--- config.mk ---
export PLATFORM = sky130hd
export DESIGN_NAME = sar_search_16bit
export DESIGN_NICKNAME = d
export VERILOG_FILES = /design/src/rtl/sar_search_16bit.sv
export SDC_FILE = /design/constraint.sdc
export NUM_CORES = 1
export LEC_CHECK = 0
export CORE_MARGIN = 2
export CORE_UTILIZATION = 45
export CTS_BUF_LIST = sky130_fd_sc_hd__clkbuf_16
export DETAILED_ROUTE_END_ITERATION = 16
export GPL_ROUTABILITY_DRIVEN = 0
export PLACE_DENSITY_LB_ADDON = 0.3
export SKIP_CTS_REPAIR_TIMING = 1
export SYNTH_ARGS = -nofsm -noshare
export SYNTH_HDL_FRONTEND = slang
export SYNTH_SLANG_ARGS = --single-unit
--- constraint.sdc ---
create_clock -name clk -period 2.6 [get_ports clk]
set_input_delay 0.52 -clock clk [delete_from_list [all_inputs] [get_ports clk]]
set_output_delay 0.52 -clock clk [all_outputs]
set_load 0.005 [all_outputs]
--- src/rtl/sar_search_16bit.sv ---
// Successive-approximation search controller: drives the probe operand of an
// external comparator MSB first and rebuilds the unknown target from its flags.
module sar_search_16bit #(
   parameter int bit_size = 15
) (
   input  logic                clk,
   input  logic                rst,
   input  logic                start,
   input  logic                gt_in,
   input  logic                eq_in,
   input  logic                lt_in,
   output logic [bit_size:0]   probe,
   output logic                busy,
   output logic                done,
   output logic                found,
   output logic [bit_size:0]   result
);

   localparam int W  = bit_size + 1;
   localparam int IW = $clog2(W);

   typedef enum logic [0:0] {
      IDLE    = 1'b0,
      COMPARE = 1'b1
   } state_t;

   state_t          state_r, next_state_s;
   logic [W-1:0]    acc_r, acc_next_s, acc_upd_s;
   logic [IW-1:0]   idx_r, idx_next_s;
   logic [W-1:0]    probe_r, probe_next_s;
   logic [W-1:0]    result_r, result_next_s;
   logic            found_r, found_next_s;
   logic            done_r, done_next_s;
   logic            busy_r;

   // State register
   always_ff @(posedge clk) begin
      if (rst) begin
         state_r <= IDLE;
      end else begin
         state_r <= next_state_s;
      end
   end

   // Next-state decode
   always_comb begin
      next_state_s = state_r;
      case (state_r)
         IDLE: begin
            if (start) begin
               next_state_s = COMPARE;
            end else begin
               next_state_s = IDLE;
            end
         end
         COMPARE: begin
            if (eq_in || (idx_r == {IW{1'b0}})) begin
               next_state_s = IDLE;
            end else begin
               next_state_s = COMPARE;
            end
         end
         default: next_state_s = IDLE;
      endcase
   end

   // Datapath and output next values; lt_in is implied by the absence of eq/gt
   always_comb begin
      acc_next_s    = acc_r;
      idx_next_s    = idx_r;
      probe_next_s  = probe_r;
      result_next_s = result_r;
      found_next_s  = found_r;
      done_next_s   = 1'b0;
      acc_upd_s     = gt_in ? acc_r : probe_r;
      case (state_r)
         IDLE: begin
            if (start) begin
               acc_next_s   = {W{1'b0}};
               idx_next_s   = IW'(bit_size);
               probe_next_s = {1'b1, {(W-1){1'b0}}};
               found_next_s = 1'b0;
            end else begin
               acc_next_s   = acc_r;
            end
         end
         COMPARE: begin
            if (eq_in) begin
               result_next_s = probe_r;
               found_next_s  = 1'b1;
               done_next_s   = 1'b1;
            end else if (idx_r == {IW{1'b0}}) begin
               acc_next_s    = acc_upd_s;
               result_next_s = acc_upd_s;
               found_next_s  = 1'b0;
               done_next_s   = 1'b1;
            end else begin
               acc_next_s    = acc_upd_s;
               idx_next_s    = idx_r - {{(IW-1){1'b0}}, 1'b1};
               probe_next_s  = acc_upd_s | ({{(W-1){1'b0}}, 1'b1} << (idx_r - {{(IW-1){1'b0}}, 1'b1}));
            end
         end
         default: begin
            done_next_s = 1'b0;
         end
      endcase
   end

   // Registered datapath and outputs
   always_ff @(posedge clk) begin
      if (rst) begin
         acc_r    <= {W{1'b0}};
         idx_r    <= {IW{1'b0}};
         probe_r  <= {W{1'b0}};
         result_r <= {W{1'b0}};
         found_r  <= 1'b0;
         done_r   <= 1'b0;
         busy_r   <= 1'b0;
      end else begin
         acc_r    <= acc_next_s;
         idx_r    <= idx_next_s;
         probe_r  <= probe_next_s;
         result_r <= result_next_s;
         found_r  <= found_next_s;
         done_r   <= done_next_s;
         busy_r   <= (next_state_s == COMPARE);
      end
   end

   assign probe  = probe_r;
   assign busy   = busy_r;
   assign done   = done_r;
   assign found  = found_r;
   assign result = result_r;

endmodule

==> metrics.yaml <==
cts_num_sinks: 55
clk_pin_slew_ns: 0.07
drt-wirelength-per-cell_um: 14.6
synthTopCellsByCount: "dfxtp_1, nand2_1, o21ai_0, nor2_1, a21oi_1"
post-route-period-util_pct: 80.1
viasPerCell: 5.43
min_period_ns: 2.08
yosysTopAreaCell: "dfxtp_1"
synth-seq-area-share_pct: 42.0
first_pass_iters: 4
num-fill-cells: 522
rows: 27
antenna_found_initial: 0
clkLatencyLatePin_ns: 0.28
htreeDepth: 2
p_leak_nw: 1.10
async_flop_share_pct: 0
r2r_cells: 6
fp.dieW_um: 80.4
synth-edff-count: 0
min_path_cells: 2
fin_skew_ns: 0.00281
vias: 2085
die_y_um: 80.4
powerDensity_nw_per_um2: 620
relSlewSlack_pct: 60.4
synth_area_leaders: "dfxtp_1, mux2i_1, mux2_2"
r2r_setup_slack_ns: 0.52
grt_pass1_vias: 1886
startpoint_type: "flip-flop"
worstPathArrival_ns: 2.28
area_growth_pct: 23.1
netlist-cell-type-count: 33
hold_ws_ns: 0.482
hpwl_mm: 3.72
syn-cell-area_um2: 2620
fmax_ghz: 0.480
hold_end: "acc_r[9]"
synth_top_cell_area_share_pct: 42.0
drtAntennaViolNets: 0
status: "finished, final reports clean"
rsz0062_at_grt: "no"
io_buffers: 39
diodes: 0
grt.overflow.total: 0
cts-root-buf: "clkbuf_16"
endpoint_kind: "flip-flop"
syn-num-nets: 288
hold_start: "acc_r[9]"
dieArea_um2: 6460
synth_ff_type: "dfxtp_1"
worstReg2RegStart: "idx_r[0]"
post-route-util_pct: 57.9
avgSynthCellArea_um2: 9.47
coreArea_um2: 5570
crit_type: "flip-flop to flip-flop"
final_nets: 322
min_path_type: "flip-flop to flip-flop"
setup_viol: 0
wl_mm: 5.60
cp_max_fo: 33
tns_ns: 0
dpl-instance-area_um2: 3040
worst_pin_slew_ns: 0.589
clk_path_buf_depth: 2
cap_violations: 0
synth_cells: 277
numCtsBuffers: 5
grt_pass1_wl_mm: 9.37
cts_tree: "built"
start_util_pct: 47.1
grt.total_usage_pct: 18.5
peakVddDrop_v: 0.000341
yosysMostFrequentCell: "dfxtp_1"
post-route-cell-area_um2: 3230
finalHoldViolCount: 0
maxSlewViolCount: 0
required_ns: 2.80
io_pins: 41
ys_seq_elements: 55
yosysWarnings: 0
first_iter_violations: 158
r2r_end: "result[14]"
drc: 0
grt_max_degree: 38
drive_gt1_share_pct: 17.6
## routing by layer
| layer | GRT usage, % | vias up | part of all wire, % |
|---|---|---|---|
| met1 | 25.3 | 978 | 50 |
| met3 | 3.60 | 4 | 2.6 |
| li1 | - | 1065 | - |
| met5 | 0 | - | 0 |
| met2 | 29.5 | 38 | 46 |
| met4 | 5.25 | 0 | 0.84 |
## through the flow
| step | worst slack (ns) | std cells | total power, mW |
|---|---|---|---|
| 6_report | 0.518 | 384 | 2.00 |
| 5_1_grt | 0.304 | 384 | 2.08 |
| 4_1_cts | 0.498 | 384 | 2.02 |
| 3_5_place_dp | 0.311 | 376 | 1.18 |
| 3_3_place_gp | 0.335 | 376 | 1.18 |
| 2_1_floorplan | 0.900 | 277 | 1.10 |
## area by class of cell
type	count	area, µm²	share of cell area [%]
Tap cell	72	90.1	2.79
Inverter	3	11.3	0.349
Sequential cell	55	1100	34.1
Clock buffer	5	125	3.87
Clock inverter	3	63.8	1.98
Multi-Input combinational cell	199	1390	43.0
Timing Repair Buffer	47	450	13.9
## critical path, stage by stage (launching register included)
cell and delay [ns]:
dfxtp_1 0.37, inv_1 0.13, ha_1 0.27, nor3b_4 0.43, o21a_4 0.47, nor2_1 0.08, a211oi_1 0.22
## power by group
part	internal, mW	switching, mW
clock network	0.548	0.291
registers	0.873	0.0303
logic	0.118	0.142
## cells by family after synthesis
| kind of cell | synth area share (%) |
|---|---|
| muxes | 13.3 |
| buffers and inverters | 5.25 |
| DFF | 42.0 |
| and+or+nand+nor | 14.8 |
| adders and majority gates | 2.38 |
| AOI/OAI and AO/OA | 22.3 |
## cell usage in the layout (no fill, tap or decap)
cell type and count:
dfxtp_1 55, clkdlybuf4s50_1 39, nand2_1 23, o21ai_0 23, nor2_1 21, a21oi_1 19, mux2i_1 18, nand3_1 17
a22oi_1 16, mux2_2 15, a211oi_2 13, buf_4 8, a211oi_1 5, ha_1 5, clkbuf_16 5, inv_1 4
or2_2 4, nor2_2 3, nand2b_1 3, nor3_1 3, and2_1 2, a31oi_1 2, bufinv_16 2, nor3b_4 1
o21a_4 1, nor2b_2 1, or2b_1 1, nor3_4 1, o211a_4 1, a32oi_1 1
## worst max path at each step
stage / from / endpoint / slack (ns) / cells past startpoint
after global routing: idx_r[0] / result[14] / 0.30 / 6
final: idx_r[0] / result[14] / 0.52 / 6
after CTS: idx_r[0] / result[14] / 0.50 / 6
after global placement: eq_in / idx_r[2] / 0.34 / 5
after floorplan: idx_r[0] / probe[5] / 0.90 / 7
after detailed placement: eq_in / probe[15] / 0.31 / 5
## state kept, by name, indices dropped and copies added, names as in the netlist
signal / count
done: 1
probe: 16
acc_r: 16
result: 16
busy: 1
found: 1
idx_r: 4
(Power assumes the default switching activity.)
